### src/rtl/brownout_seq.sv
// Brownout detector sequencer: power-up settle, armed event monitoring and
// a descending vtrip calibration sweep, all clocked on the detector oscillator.
//
// state       | meaning
// ------------+----------------------------------------------------------
// S_OFF       | detector disabled, all drive outputs idle
// S_SETTLE    | detector enabled, waiting out the settle window
// S_ARMED     | monitoring brout_filt, accepting cal_start / vtrip changes
// S_CAL_STEP  | apply next sweep code, reload the dwell timer
// S_CAL_DWELL | hold the sweep code and watch for a trip
module brownout_seq #(
    parameter int SETTLE_CYC = 64,
    parameter int DWELL_CYC  = 16,
    parameter int EVT_W      = 8
) (
    input  logic             osc_ck,
    input  logic             rsb,
    input  logic             cfg_ena,
    input  logic [2:0]       cfg_vtrip,
    input  logic [2:0]       cfg_otrip,
    input  logic             cal_start,
    input  logic             evt_clr,
    input  logic             brout_filt,
    output logic             ena,
    output logic [2:0]       vtrip,
    output logic [2:0]       otrip,
    output logic             force_rc_osc,
    output logic             force_short_oneshot,
    output logic             armed,
    output logic             cal_busy,
    output logic             cal_done,
    output logic             cal_fail,
    output logic [2:0]       cal_code,
    output logic             brownout_evt,
    output logic [EVT_W-1:0] evt_cnt
);

    localparam int CNT_MAX = (SETTLE_CYC > DWELL_CYC) ? SETTLE_CYC : DWELL_CYC;
    localparam int CNT_W   = $clog2(CNT_MAX);

    typedef enum logic [2:0] {
        S_OFF,
        S_SETTLE,
        S_ARMED,
        S_CAL_STEP,
        S_CAL_DWELL
    } state_t;

    state_t             state_q, state_d;
    logic [CNT_W-1:0]   cnt_q, cnt_d;
    logic [2:0]         code_q, code_d;
    logic               trip_q, trip_d;
    logic               bs1_q, bs_q, bp_q;
    logic               ena_q, ena_d;
    logic [2:0]         vtrip_q, vtrip_d;
    logic [2:0]         otrip_q, otrip_d;
    logic               force_rc_osc_q, force_rc_osc_d;
    logic               force_short_q, force_short_d;
    logic               armed_q, armed_d;
    logic               cal_busy_q, cal_busy_d;
    logic               cal_done_q, cal_done_d;
    logic               cal_fail_q, cal_fail_d;
    logic [2:0]         cal_code_q, cal_code_d;
    logic               brownout_evt_q, brownout_evt_d;
    logic [EVT_W-1:0]   evt_cnt_q, evt_cnt_d;
    logic               rise;
    logic               trip_now;
    logic               in_cal;

    always_ff @(posedge osc_ck) begin
        if (!rsb) begin
            state_q        <= S_OFF;
            cnt_q          <= '0;
            code_q         <= '0;
            trip_q         <= 1'b0;
            bs1_q          <= 1'b0;
            bs_q           <= 1'b0;
            bp_q           <= 1'b0;
            ena_q          <= 1'b0;
            vtrip_q        <= '0;
            otrip_q        <= '0;
            force_rc_osc_q <= 1'b0;
            force_short_q  <= 1'b0;
            armed_q        <= 1'b0;
            cal_busy_q     <= 1'b0;
            cal_done_q     <= 1'b0;
            cal_fail_q     <= 1'b0;
            cal_code_q     <= '0;
            brownout_evt_q <= 1'b0;
            evt_cnt_q      <= '0;
        end else begin
            state_q        <= state_d;
            cnt_q          <= cnt_d;
            code_q         <= code_d;
            trip_q         <= trip_d;
            bs1_q          <= brout_filt;
            bs_q           <= bs1_q;
            bp_q           <= bs_q;
            ena_q          <= ena_d;
            vtrip_q        <= vtrip_d;
            otrip_q        <= otrip_d;
            force_rc_osc_q <= force_rc_osc_d;
            force_short_q  <= force_short_d;
            armed_q        <= armed_d;
            cal_busy_q     <= cal_busy_d;
            cal_done_q     <= cal_done_d;
            cal_fail_q     <= cal_fail_d;
            cal_code_q     <= cal_code_d;
            brownout_evt_q <= brownout_evt_d;
            evt_cnt_q      <= evt_cnt_d;
        end
    end

    // bs lags vtrip by the synchronizer depth, so the first dwell cycle still
    // reflects the previous code and is excluded from the trip decision.
    assign rise     = bs_q & ~bp_q;
    assign trip_now = trip_q | (bs_q & (cnt_q != CNT_W'(DWELL_CYC - 1)));

    always_comb begin
        state_d    = state_q;
        cnt_d      = cnt_q;
        code_d     = code_q;
        trip_d     = trip_q;
        cal_done_d = cal_done_q;
        cal_fail_d = cal_fail_q;
        cal_code_d = cal_code_q;

        if (!cfg_ena) begin
            state_d    = S_OFF;
            cal_done_d = 1'b0;
            cal_fail_d = 1'b0;
        end else begin
            case (state_q)
                S_OFF: begin
                    state_d = S_SETTLE;
                    cnt_d   = CNT_W'(SETTLE_CYC - 1);
                end
                S_SETTLE: begin
                    if (cnt_q == '0) state_d = S_ARMED;
                    else             cnt_d   = cnt_q - 1'b1;
                end
                S_ARMED: begin
                    // A calibration request wins over a simultaneous code change.
                    if (cal_start) begin
                        cal_done_d = 1'b0;
                        cal_fail_d = 1'b0;
                        code_d     = 3'd7;
                        state_d    = S_CAL_STEP;
                    end else if (cfg_vtrip != vtrip_q) begin
                        state_d = S_SETTLE;
                        cnt_d   = CNT_W'(SETTLE_CYC - 1);
                    end
                end
                S_CAL_STEP: begin
                    cnt_d   = CNT_W'(DWELL_CYC - 1);
                    trip_d  = 1'b0;
                    state_d = S_CAL_DWELL;
                end
                S_CAL_DWELL: begin
                    if (cnt_q == '0) begin
                        if (!trip_now) begin
                            cal_code_d = code_q;
                            cal_done_d = 1'b1;
                            state_d    = S_SETTLE;
                            cnt_d      = CNT_W'(SETTLE_CYC - 1);
                        end else if (code_q != 3'd0) begin
                            code_d  = code_q - 3'd1;
                            state_d = S_CAL_STEP;
                        end else begin
                            cal_code_d = 3'd0;
                            cal_fail_d = 1'b1;
                            cal_done_d = 1'b1;
                            state_d    = S_SETTLE;
                            cnt_d      = CNT_W'(SETTLE_CYC - 1);
                        end
                    end else begin
                        cnt_d  = cnt_q - 1'b1;
                        trip_d = trip_now;
                    end
                end
                default: state_d = S_OFF;
            endcase
        end
    end

    always_comb begin
        in_cal         = (state_d == S_CAL_STEP) || (state_d == S_CAL_DWELL);
        ena_d          = (state_d != S_OFF);
        force_rc_osc_d = (state_d == S_SETTLE) || in_cal;
        force_short_d  = in_cal;
        armed_d        = (state_d == S_ARMED);
        cal_busy_d     = in_cal;
        vtrip_d        = in_cal ? code_d : cfg_vtrip;
        otrip_d        = cfg_otrip;
        // Edges seen in the cycle the FSM leaves ARMED are dropped.
        brownout_evt_d = rise && (state_q == S_ARMED) && (state_d == S_ARMED);

        evt_cnt_d = evt_cnt_q;
        if (evt_clr)
            evt_cnt_d = brownout_evt_q ? EVT_W'(1) : '0;
        else if (brownout_evt_q && (evt_cnt_q != '1))
            evt_cnt_d = evt_cnt_q + EVT_W'(1);
    end

    assign ena                 = ena_q;
    assign vtrip               = vtrip_q;
    assign otrip               = otrip_q;
    assign force_rc_osc        = force_rc_osc_q;
    assign force_short_oneshot = force_short_q;
    assign armed               = armed_q;
    assign cal_busy            = cal_busy_q;
    assign cal_done            = cal_done_q;
    assign cal_fail            = cal_fail_q;
    assign cal_code            = cal_code_q;
    assign brownout_evt        = brownout_evt_q;
    assign evt_cnt             = evt_cnt_q;

endmodule
### config.mk
export PLATFORM = sky130hd
export DESIGN_NAME = brownout_seq
export DESIGN_NICKNAME = d
export VERILOG_FILES = /design/src/rtl/brownout_seq.sv
export SDC_FILE = /design/constraint.sdc
export NUM_CORES = 1
export LEC_CHECK = 0
export BUFFER_PORTS_ARGS = -buffer_cell sky130_fd_sc_hd__buf_2
export CAP_MARGIN = 30
export CORE_ASPECT_RATIO = 1.5
export CORE_MARGIN = 2
export CORE_UTILIZATION = 49
export CTS_BUF_LIST = sky130_fd_sc_hd__clkbuf_16
export CTS_CLUSTER_SIZE = 24
export DETAILED_ROUTE_END_ITERATION = 10
export PLACE_DENSITY = 0.75
export SYNTH_ARGS = -nofsm -noshare
export SYNTH_HDL_FRONTEND = slang
export SYNTH_SLANG_ARGS = --single-unit
### constraint.sdc
create_clock -name osc_ck -period 2.25 [get_ports osc_ck]
set_clock_uncertainty 0.15 [all_clocks]
set_input_delay 0.5625 -clock osc_ck [delete_from_list [all_inputs] [get_ports osc_ck]]
set_output_delay 0.5625 -clock osc_ck [all_outputs]
set_load 0.01 [all_outputs]
==> results of run 1 <==
cell type report:
type                            instances  area (um^2)  area share (%)
Clock buffer                            5          125            4.94
Sequential cell                        40          802            31.6
Timing Repair Buffer                   59          353            13.9
Multi-Input combinational cell        162         1110            44.0
Clock inverter                          3         42.5            1.68
Tap cell                               45         56.3            2.22
Inverter                               11         41.3            1.63
cells in the final DEF, fill, tap and decap left out, drive strengths merged, types with 6 or more instances in the layout:
cell / Yosys / routed
ha: 6 / 6
dfxtp: 40 / 40
nor2: 29 / 29
xor2: 6 / 6
nand3: 11 / 11
inv: 11 / 11
nand2: 15 / 15
buf: 4 / 59
a21oi: 11 / 11
and2: 11 / 11
o21ai: 7 / 7
per-layer routing:
layer | GRT usage, % | wire length (um)
met1 | 20.6 | 1810
met2 | 45.2 | 2650
met3 | 3.66 | 129
met4 | 12.7 | 165
met5 | 0 | 0
flip-flops by register name (all words and copies together) (netlist names):
signal / cells
ena: 1
bs_q: 1
state_q: 3
vtrip: 3
cal_code: 3
bp_q: 1
code_q: 3
evt_cnt: 8
trip_q: 1
cal_busy: 1
cal_fail: 1
otrip: 3
armed: 1
force_rc_osc: 1
bs1_q: 1
cal_done: 1
brownout_evt: 1
cnt_q: 6
logic make-up after synthesis:
group / count (synthesis) / synth area share (%)
AO/OA/AOI/OAI: 49 / 19.0
AND/OR/NAND/NOR: 96 / 27.0
flip-flops: 40 / 41.0
adder cells (fa/ha/maj): 6 / 3.84
XOR/XNOR: 8 / 3.59
buffers and inverters: 19 / 4.03
multiplexers: 3 / 1.60
per-stage QoR:
step                      instance area, um^2  total power [W]  hold WS [ns]  cells
after CTS                                2490          0.00174         0.297    325
final                                    2530          0.00175         0.290    325
after global placement                   2330         0.000939         0.263    317
after detailed placement                 2330         0.000946         0.282    317
after global routing                     2530          0.00180         0.312    325
after floorplan                          1950         0.000870         0.262    221
power by group through the flow:
| stage | Combinational (W) | Clock, W | Sequential [W] |
|---|---|---|---|
| final | 0.000191 | 0.000803 | 0.000755 |
| after global routing | 0.000209 | 0.000835 | 0.000758 |
| after CTS | 0.000181 | 0.000810 | 0.000753 |
| after detailed placement | 0.000178 | 0 | 0.000767 |
| after global placement | 0.000172 | 0 | 0.000767 |
| after floorplan | 0.000105 | 0 | 0.000765 |
worst paths after layout:
check                   to      from  slack (ns)  cells after the start
setup / recovery  vtrip[1]  cnt_q[1]        0.13                      8
setup reg to reg  vtrip[1]  cnt_q[1]        0.13                      8
hold reg to reg       bs_q     bs1_q        0.29                      1
hold / removal        bs_q     bs1_q        0.29                      1
timing repair:
item                       in CTS  in global routing
gates resized for setup         1                  9
pin swaps                       0                  4
setup endpoints to repair       1                 13
==> impl_summary.txt, run 1 <==
----------------------------------------------------
[Placement]
  Post-DP HPWL ... around 3500 um
  Dpl ws ... -0.120 ns
  Count of buffers inserted at the top-level ports ... 36
  Last weighted congestion value of the routability-driven placer ... 0.887

[Hold path]
  Class of the worst hold path ... reg2reg

[Synthesis]
  Unique masters post-synth ... 56
  Commonest cells in the synthesized netlist ... sky130_fd_sc_hd__dfxtp_1 (40), sky130_fd_sc_hd__nor2_1 (29), sky130_fd_sc_hd__nand2_1 (15)
  Area contributors post-synth ... sky130_fd_sc_hd__dfxtp_1 (41%), sky130_fd_sc_hd__nor2_1 (5.6%), sky130_fd_sc_hd__ha_1 (3.8%)
  Syn Inst Count ... 221
  Number of flops mapped to enable cells by yosys ... 0
  Count of warnings emitted by yosys ... 0
  Top_reg_cell synth ... sky130_fd_sc_hd__dfxtp_1
  Number of nets in the synthesized netlist ... around 240
  Share of synthesized area occupied by flip-flops and latches ... 41.0%
  Combined area of all synthesized cells ... roughly 2000 um^2
  Area share of the largest cell type after synthesis ... about two fifths
  Count of state elements after synthesis ... 40
  Yosys top cell by area ... sky130_fd_sc_hd__dfxtp_1
  Library cell with the highest instance count after synthesis ... sky130_fd_sc_hd__dfxtp_1
  Post-Syn Area per Cell ... between 8 and 9 um^2
  Synth async-reset ratio ... 0%

[Drt]
  Routed vias/inst ... about 5.6
  Total wire length ... between 4000 and 5000 um
  Wire per inst ... roughly 15 um
  Via Count ... around 1800
  Antenna Nets Post-Route ... 0
  Residual DRC ... 0
  DR iter-0 viols ... 46
  Number of detailed-routing iterations run before antenna repair ... 4

[Pwr]
  Clock network fraction of design power ... between 40% and 50%
  Combinational Power Share ... 10.9%
  Switching part of the total ... 23.4%
  Areal power density over the cells ... around 690 nW/um^2
  Total internal power ... between 0.001 and 0.0015 W
  Pleak ... approximately 1.1 nW
  Proportion of power drawn by flip-flops and latches ... between 40% and 50%
  Maximum resistive drop on vdd ... 0.531 mV
  Net switching power ... 0.000410 W

[Run status]
  Outcome ... finished, final reports clean

[Global routing]
  Vias in the first global route ... between 1500 and 2000
  Global-route usage over all layers ... 22.3%
  Number of antenna violations at the first check in global routing ... 0
  Global-route wire length before repair ... around 7900 um
  Overflow after GRT ... 0
  Maximum number of pins on one net before global-route repair ... 17

[Critical path]
  CP Class ... reg2reg
  Worst-path fanout max ... 4
  Cell seen most often among critical-path stages ... sky130_fd_sc_hd__buf_4
  Number of buffers and inverters on the critical path ... 2
  Worst path max stage delay ... about 0.35 ns
  Top Family by Delay on Critical Path ... compound AO/OA/AOI/OAI gates
  Data arrival at the endpoint of the critical path ... about 2.2 ns
  Cell-by-cell listing of the critical path ... ha_1 -> and4b_1 -> a211o_1 -> buf_4 -> o21a_1 -> a311oi_1 -> buf_4 -> a21bo_1
  Slowest cell on the critical path ... sky130_fd_sc_hd__dfxtp_1
  Kind of start point of the critical path ... register
  Endpoint type of the worst setup path ... register
  Data required time at the worst endpoint ... 2.33 ns

[STA]
  Max-slew headroom ... about 70%
  Final worst slack ... approximately 0.13 ns
  Final Hold Fails ... 0
  Fmax ... roughly 470 MHz
  Final setup fails ... 0
  Total negative slack ... 0 ns
  Setup repair after global routing missed its margin ... no
  Crit share post-route ... a little over nine tenths
  Final critical delay including setup and external delays ... 2.12 ns
  Slew Limit Fails ... 0
  Transition time at the pin with the least slew margin ... about 0.46 ns

[Final layout]
  Number of nets at the end of the flow ... 297
  Filler cell count ... ~330
  Antenna diode count ... 0
  Proportion of layout cells with a drive suffix above 1 ... between 30% and 40%
  Growth of design area from synthesis to finish ... 29.7%
  Final Util ... about two thirds

[Die]
  Starting density of the core ... between 50 and 60%
  Die ar. ... between 4000 and 5000 um^2
  Num ports ... 37
  # rows ... 28
  Die boundary height ... between 80 and 90 um
  Core outline area ... just under 4000 um^2
  Width of the die ... 55.6 um

[Clock network]
  Clock transition time at the flip-flop clock pins of the worst setup and hold paths ... roughly 0.060 ns
  Number of buffers inserted during clock tree synthesis ... 5
  Clock H-tree levels ... 2
  Bufs on Longest Clock Path ... 2
  CTS hold repair buffers ... 0
  CTS tree ... yes
  CTS root buffer ... sky130_fd_sc_hd__clkbuf_16
  Clock net sink count ... 40
  Setup Fix Bufs, Post-CTS ... 0
  Clock latency on the worst-skew pair ... approximately 0.28 ns

[Run]
  Max-cap check violation count ... 0

----------------------------------------------------
No activity file was read; power rests on OpenSTA's default activity.
==> run 2: changes to the inputs <==
--- a/config.mk
+++ b/config.mk
@@ -5,15 +5,16 @@
 export SDC_FILE = /design/constraint.sdc
 export NUM_CORES = 1
 export LEC_CHECK = 0
+export ABC_AREA = 1
 export BUFFER_PORTS_ARGS = -buffer_cell sky130_fd_sc_hd__buf_2
 export CAP_MARGIN = 30
 export CORE_ASPECT_RATIO = 1.5
 export CORE_MARGIN = 2
-export CORE_UTILIZATION = 49
+export CORE_UTILIZATION = 50
 export CTS_BUF_LIST = sky130_fd_sc_hd__clkbuf_16
 export CTS_CLUSTER_SIZE = 24
 export DETAILED_ROUTE_END_ITERATION = 10
-export PLACE_DENSITY = 0.75
+export PLACE_DENSITY = 0.73
 export SYNTH_ARGS = -nofsm -noshare
 export SYNTH_HDL_FRONTEND = slang
 export SYNTH_SLANG_ARGS = --single-unit
==> constraint.sdc (replaced) <==
create_clock -name osc_ck -period 2.3 [get_ports osc_ck]
set_clock_uncertainty 0.15 [all_clocks]
set_input_delay 0.575 -clock osc_ck [delete_from_list [all_inputs] [get_ports osc_ck]]
set_output_delay 0.575 -clock osc_ck [all_outputs]
set_load 0.01 [all_outputs]
==> run 2 against run 1 <==
Routed wire length is 3.7% lower. Critical path type unchanged. Synthesized cell count up 30%. Clock power up 1%. Global-route usage decreased by 0.83 points. Highest routed layer unchanged. Maximum frequency is 9.8% higher. Final cell count increased by 15%. Sequential cell count stayed put. Cell area is 2.7% lower. Die area is 3.1% higher. Sequential power is 3% lower. Area after synthesis is 5.4% higher.
==> impl_summary.txt, run 2 <==
----------------------------------------------------
[Critical path]
  R2R Path End ... cnt_q[0]
  R2r setup slk ... ~0.37 ns
  Endpoint type of the worst setup path ... register
  Reg-to-reg critical path startpoint ... cnt_q[0]
  CP Class ... reg2reg
  Data required time at the worst endpoint ... roughly 2.3 ns
  Data arrival at the endpoint of the critical path ... ~2 ns
  Kind of start point of the critical path ... register
  Worst-path fanout max ... 8
  Worst r2r path cells ... 12

[Placement]
  Count of buffers inserted at the top-level ports ... 36
  Cell area reported after detailed placement ... approximately 2300 um^2
  Post-DP HPWL ... ~3500 um
  Last weighted congestion value of the routability-driven placer ... about 0.85

[Final layout]
  Most frequent standard cell in the layout excluding fill and tap cells ... sky130_fd_sc_hd__nand2_1
  Filler cell count ... between 300 and 400
  Antenna diode count ... 0
  Proportion of layout cells with a drive suffix above 1 ... between 20% and 30%
  Largest register FFs ... 8
  Cell area after layout ... roughly 2500 um^2
  Commonest cells after routing, fill and taps aside ... sky130_fd_sc_hd__nand2_1 (54), sky130_fd_sc_hd__inv_1 (46), sky130_fd_sc_hd__dfxtp_1 (40)
  Growth of design area from synthesis to finish ... 19.7%
  Number of nets at the end of the flow ... approximately 350

[Clock network]
  Clock latency on the worst-skew pair ... between 0.2 and 0.3 ns
  Bufs on Longest Clock Path ... 2
  Number of buffers inserted during clock tree synthesis ... 5
  CTS tree ... yes
  Clock transition time at the flip-flop clock pins of the worst setup and hold paths ... approximately 0.060 ns
  Clock net sink count ... 40
  CTS root buffer ... sky130_fd_sc_hd__clkbuf_16
  Gates resized, CTS repair ... 0
  CTS hold repair buffers ... 0
  Setup Fix Bufs, Post-CTS ... 0
  Clock H-tree levels ... 2

[Synthesis]
  Share of synthesized area occupied by flip-flops and latches ... a little under 40%
  Post-Syn Area per Cell ... about 7.2 um^2
  Area share of the largest cell type after synthesis ... around 40%
  Area contributors post-synth ... sky130_fd_sc_hd__dfxtp_1 (39%), sky130_fd_sc_hd__nand2_1 (9.8%), sky130_fd_sc_hd__inv_1 (8.4%)
  Count of warnings emitted by yosys ... 0
  Synth async-reset ratio ... 0%
  Yosys top cell by area ... sky130_fd_sc_hd__dfxtp_1
  Combined area of all synthesized cells ... a little over 2000 um^2
  Syn Inst Count ... approximately 290
  Library cell with the highest instance count after synthesis ... sky130_fd_sc_hd__nand2_1
  Unique masters post-synth ... 30
  Count of state elements after synthesis ... 40
  Top_reg_cell synth ... sky130_fd_sc_hd__dfxtp_1
  Commonest cells in the synthesized netlist ... sky130_fd_sc_hd__nand2_1 (54), sky130_fd_sc_hd__inv_1 (46), sky130_fd_sc_hd__dfxtp_1 (40)
  Number of flops mapped to enable cells by yosys ... 0
  Number of nets in the synthesized netlist ... 305

[Drt]
  Wire per inst ... 12.2 um
  Total wire length ... between 4000 and 5000 um
  DR iter-0 viols ... between 50 and 60
  Residual DRC ... 0
  Number of detailed-routing iterations run before antenna repair ... 4
  Via Count ... 1890
  Routed vias/inst ... ~5.1
  Antenna Nets Post-Route ... 0

[STA]
  Slew Limit Fails ... 0
  Transition time at the pin with the least slew margin ... ~0.33 ns
  Final critical delay including setup and external delays ... between 1.5 and 2 ns
  Final setup fails ... 0
  Max-slew headroom ... roughly 80%
  Setup repair after global routing missed its margin ... no
  Fmax ... between 500 and 600 MHz
  Total negative slack ... 0 ns
  Crit share post-route ... 84.0%
  Final Hold Fails ... 0

[Global routing]
  Maximum number of pins on one net before global-route repair ... 20
  Global-route usage over all layers ... 21.5%
  Overflow after GRT ... 0
  Global-route wire length before repair ... between 7000 and 8000 um
  Number of antenna violations at the first check in global routing ... 0
  Vias in the first global route ... around 1800

[Pwr]
  Areal power density over the cells ... about 700 nW/um^2
  Maximum resistive drop on vdd ... 0.719 mV
  Pleak ... between 1 and 1.5 nW

[Die]
  Starting density of the core ... between 50% and 60%
  Num ports ... 37
  Die boundary height ... 82.6 um
  Core outline area ... 3960 um^2
  Width of the die ... ~56 um
  # rows ... 28
  Die ar. ... about 4700 um^2

[Hold path]
  Instance count along the most critical hold path ... 2
  Hold Path Sink ... bs_q
  Start point of the worst min-delay path ... bs1_q
  Class of the worst hold path ... reg2reg

[Run status]
  Outcome ... finished, final reports clean

[Run]
  Max-cap check violation count ... 0

----------------------------------------------------
==> run 2: changes by cell type after synthesis, moves of 3 or more <==
cell / delta
sky130_fd_sc_hd__o21a_1: -3
sky130_fd_sc_hd__nand2_1: +39
sky130_fd_sc_hd__inv_2: +5
sky130_fd_sc_hd__nand3_1: +7
sky130_fd_sc_hd__inv_1: +35
sky130_fd_sc_hd__nor2_4: +3
sky130_fd_sc_hd__nand2_2: +5
sky130_fd_sc_hd__nor2b_1: -4
sky130_fd_sc_hd__and2_1: -10
sky130_fd_sc_hd__nor4_1: -3
sky130_fd_sc_hd__nor2_2: +3
sky130_fd_sc_hd__a311oi_1: -4
sky130_fd_sc_hd__nor2_1: +6
sky130_fd_sc_hd__o21ai_0: +20
==> run 2: power by group <==
group / switching, W / total, W / internal [W]
combinational: 0.0000951 / 0.000153 / 0.0000580
clock: 0.000295 / 0.000811 / 0.000515
sequential: 0.0000214 / 0.000736 / 0.000715
==> run 2: metrics by stage <==
stage | hold slack (ns) | worst slack, ns | utilization [%] | total power, W | cells
2_1_floorplan | 0.240 | 0.563 | - | 0.000856 | 287
3_3_place_gp | 0.248 | 0.322 | 58.0 | 0.000901 | 366
3_5_place_dp | 0.255 | 0.330 | 58.0 | 0.000903 | 366
4_1_cts | 0.272 | 0.364 | 62.3 | 0.00172 | 374
5_1_grt | 0.319 | 0.166 | 62.3 | 0.00176 | 374
6_report | 0.271 | 0.367 | 62.3 | 0.00170 | 374
==> run 2: cell families after synthesis <==
kind of cell / Yosys count / share of synthesized area (%)
flip-flops: 40 / 38.9
XOR/XNOR: 7 / 2.98
AO/OA/AOI/OAI: 43 / 11.4
AND/OR/NAND/NOR: 135 / 32.7
buffers and inverters: 56 / 10.5
adder cells (fa/ha/maj): 6 / 3.64
==> run 2: final cells by class <==
class / count / area (um^2) / share of cell area [%]
timing repair buffer: 39 / 203 / 8.21
clock buffer: 5 / 125 / 5.07
sequential: 40 / 801 / 32.5
clock inverter: 3 / 47.5 / 1.93
inverter: 51 / 191 / 7.76
tap: 45 / 56.3 / 2.28
multi-input combinational: 191 / 1040 / 42.3
==> run 2: how the worst max path moves through the flow <==
stage            startpoint         end  slack, ns  depth (start not counted)
2_1_floorplan      cnt_q[0]    cnt_q[0]       0.56                         12
3_3_place_gp   cfg_vtrip[1]    vtrip[2]       0.32                         13
3_5_place_dp   cfg_vtrip[1]    vtrip[2]       0.33                         13
4_1_cts            cnt_q[0]    cnt_q[0]       0.36                         12
5_1_grt          evt_cnt[0]  evt_cnt[4]       0.17                          9
6_report           cnt_q[0]    cnt_q[0]       0.37                         12
==> run 2: per-layer routing <==
| metal | part of all wire, % | wire length [um] | global-route usage (%) |
|---|---|---|---|
| met5 | 0 | 0 | 0 |
| met4 | 3.0 | 135 | 11.7 |
| met3 | 4.1 | 188 | 4.67 |
| met2 | 54 | 2480 | 41.8 |
| met1 | 39 | 1770 | 20.9 |
==> run 2: critical path, stage by stage, from the launching register on <==
cell	delay, ns
sky130_fd_sc_hd__dfxtp_1	0.36
sky130_fd_sc_hd__inv_1	0.10
sky130_fd_sc_hd__ha_1	0.25
sky130_fd_sc_hd__nand3_4	0.13
sky130_fd_sc_hd__inv_2	0.06
sky130_fd_sc_hd__nand2_1	0.06
sky130_fd_sc_hd__nand2_1	0.05
sky130_fd_sc_hd__nor2_2	0.14
sky130_fd_sc_hd__nand2_4	0.09
sky130_fd_sc_hd__nor2_4	0.17
sky130_fd_sc_hd__nand3_2	0.11
sky130_fd_sc_hd__nor2_1	0.10
sky130_fd_sc_hd__nor2_1	0.05
==> run 3: changes to the inputs <==
==> constraint.sdc (replaced) <==
create_clock -name osc_ck -period 1.9 [get_ports osc_ck]
set_clock_uncertainty 0.15 [all_clocks]
set_input_delay 0.475 -clock osc_ck [delete_from_list [all_inputs] [get_ports osc_ck]]
set_output_delay 0.475 -clock osc_ck [all_outputs]
set_load 0.01 [all_outputs]
==> run 3 against run 2 <==
Combinational power rose by 43%. Via count rose by 4.7%. Global-route usage rose by 0.48 points. Critical path depth did not move. Routed wire length rose by 9.8%.
==> impl_summary.txt, run 3 (synthesis gave the netlist of run 2 again) <==
----------------------------------------------------
[Run status]
  Outcome ... finished, final reports clean

[Critical path]
  Data arrival at the endpoint of the critical path ... between 1.5 and 2 ns
  CP Class ... reg2reg
  R2R Path End ... cnt_q[2]
  Endpoint type of the worst setup path ... register
  Destination of the critical timing path ... cnt_q[2]
  Kind of start point of the critical path ... register
  Reg-to-reg critical path startpoint ... cnt_q[1]
  Crit path from ... cnt_q[1]
  R2r setup slk ... 0.04 ns
  Data required time at the worst endpoint ... approximately 1.9 ns
  Worst r2r path cells ... 12
  Worst-path fanout max ... 8

[Global routing]
  Vias in the first global route ... about 1900
  Maximum number of pins on one net before global-route repair ... 15
  Global-route wire length before repair ... roughly 7900 um
  Global-route usage over all layers ... between 20% and 30%
  Overflow after GRT ... 0
  Number of antenna violations at the first check in global routing ... 0

[Final layout]
  Number of nets at the end of the flow ... between 300 and 400
  Growth of design area from synthesis to finish ... 28.1%
  Antenna diode count ... 0
  Filler cell count ... 351
  Multi-input gate area ... 1090 um^2
  Proportion of layout cells with a drive suffix above 1 ... a little under a third
  Cell area after layout ... 2640 um^2
  Area used by sequential logic in the layout ... slightly above 800 um^2
  Cell Count, Final, Fillers Out ... slightly below 400
  Commonest cells after routing, fill and taps aside ... sky130_fd_sc_hd__nand2_1 (51), sky130_fd_sc_hd__inv_1 (42), sky130_fd_sc_hd__buf_2 (36)
  Final Util ... 66.7%
  Most frequent standard cell in the layout excluding fill and tap cells ... sky130_fd_sc_hd__nand2_1
  Largest register FFs ... 8

[Placement]
  # placed instances ... between 300 and 400
  Cell area reported after detailed placement ... approximately 2300 um^2
  Count of buffers inserted at the top-level ports ... 36
  Post-DP HPWL ... between 3000 and 4000 um
  Last weighted congestion value of the routability-driven placer ... between 0.8 and 0.9

[STA]
  Transition time at the pin with the least slew margin ... between 0.3 and 0.4 ns
  Final setup fails ... 0
  Max-slew headroom ... between 70% and 80%
  Final critical delay including setup and external delays ... between 1.5 and 2 ns
  Setup repair after global routing missed its margin ... yes
  Slew Limit Fails ... 0
  Final-layout worst hold slack ... 0.219 ns
  Final Hold Fails ... 0
  Crit share post-route ... 97.7%
  Fmax ... roughly 540 MHz

[Clock network]
  Clock net sink count ... 40
  Clock transition time at the flip-flop clock pins of the worst setup and hold paths ... approximately 0.060 ns
  Clock H-tree levels ... 2
  CTS tree ... yes
  Number of buffers inserted during clock tree synthesis ... 5
  CTS root buffer ... sky130_fd_sc_hd__clkbuf_16
  CTS hold repair buffers ... 0
  Bufs on Longest Clock Path ... 2
  Clock latency on the worst-skew pair ... 0.29 ns

[Drt]
  Routed vias/inst ... 5.07
  DR iter-0 viols ... 77
  Residual DRC ... 0
  Via Count ... ~2000
  Total wire length ... ~5000 um
  Antenna Nets Post-Route ... 0
  Number of detailed-routing iterations run before antenna repair ... 4
  Wire per inst ... around 13 um

[Pwr]
  Combinational Power Share ... a little over a tenth
  Net switching power ... 0.000504 W
  Total Power Consumption ... about 0.0021 W
  Switching part of the total ... roughly 24%
  Maximum resistive drop on vdd ... around 0.65 mV
  Total internal power ... between 0.0015 and 0.002 W
  Pleak ... around 1.3 nW
  Proportion of power drawn by flip-flops and latches ... ~43%
  Clock network fraction of design power ... between 40 and 50%
  Areal power density over the cells ... 790 nW/um^2

[Die]
  Die boundary height ... about 83 um
  Core outline area ... ~4000 um^2
  Starting density of the core ... 52.1%
  Num ports ... 37
  Die ar. ... 4660 um^2
  Width of the die ... approximately 56 um
  # rows ... 28

[Hold path]
  Start point of the worst min-delay path ... cfg_otrip[2]
  Class of the worst hold path ... in2reg

[Run]
  Max-cap check violation count ... 0

----------------------------------------------------
==> run 3: worst max-delay path, cell delays in order (launching register included) <==
cell	delay, ns
sky130_fd_sc_hd__dfxtp_2	0.34
sky130_fd_sc_hd__inv_1	0.08
sky130_fd_sc_hd__ha_4	0.17
sky130_fd_sc_hd__nand3_4	0.11
sky130_fd_sc_hd__inv_2	0.04
sky130_fd_sc_hd__nand2_1	0.05
sky130_fd_sc_hd__nand2_1	0.06
sky130_fd_sc_hd__nor2_2	0.13
sky130_fd_sc_hd__nand2_4	0.10
sky130_fd_sc_hd__nor2_4	0.20
sky130_fd_sc_hd__nand3_2	0.14
sky130_fd_sc_hd__nor2_1	0.12
sky130_fd_sc_hd__nor2_1	0.05
==> run 3: routing by layer <==
metal  GRT usage, %  up-vias  part of all wire [%]
li1               -     1016                     -
met3           4.52       18                   3.8
met5              0        -                     0
met1           21.7      896                    37
met4           8.33        0                   3.1
met2           44.4       49                    56
==> run 3: timing repair <==
action,CTS,global route
buffers inserted,2,6
resized for setup,0,28
cloned,0,1
pin swaps,1,9
endpoints found under the setup margin,1,17
==> run 3: metrics by stage <==
step | setup slack [ns] | setup TNS [ns]
after floorplan | 0.163 | 0
after global placement | -0.00176 | -0.00176
after detailed placement | 0.00500 | 0
after CTS | 0.00486 | 0
after global routing | -0.0608 | -0.262
final | 0.0445 | 0
==> run 3: worst min-delay path by stage <==
stage                     cells after the start  slack, ns        to
after floorplan                               2       0.24      bs_q
after global placement                        2       0.25      bs_q
after detailed placement                      2       0.25      bs_q
after CTS                                     3       0.22  otrip[0]
after global routing                          3       0.22     bs1_q
final                                         3       0.22  otrip[2]
==> run 3: cell type report <==
class                      instances  share of cell area (%)
clock buffer                       5                    4.74
clock inverter                     3                    1.75
inverter                          51                    7.35
multi-input combinational        192                    41.4
sequential                        40                    30.7
tap                               45                    2.13
timing repair buffer              54                    11.9
==> run 3: power by group through the flow <==
stage / Sequential [W] / Clock, W / Combinational (W)
global route: 0.000894 / 0.00101 / 0.000246
global placement: 0.000907 / 0 / 0.000196
detailed placement: 0.000907 / 0 / 0.000199
finish: 0.000892 / 0.000975 / 0.000219
CTS: 0.000889 / 0.000981 / 0.000201
floorplan: 0.000909 / 0 / 0.000127
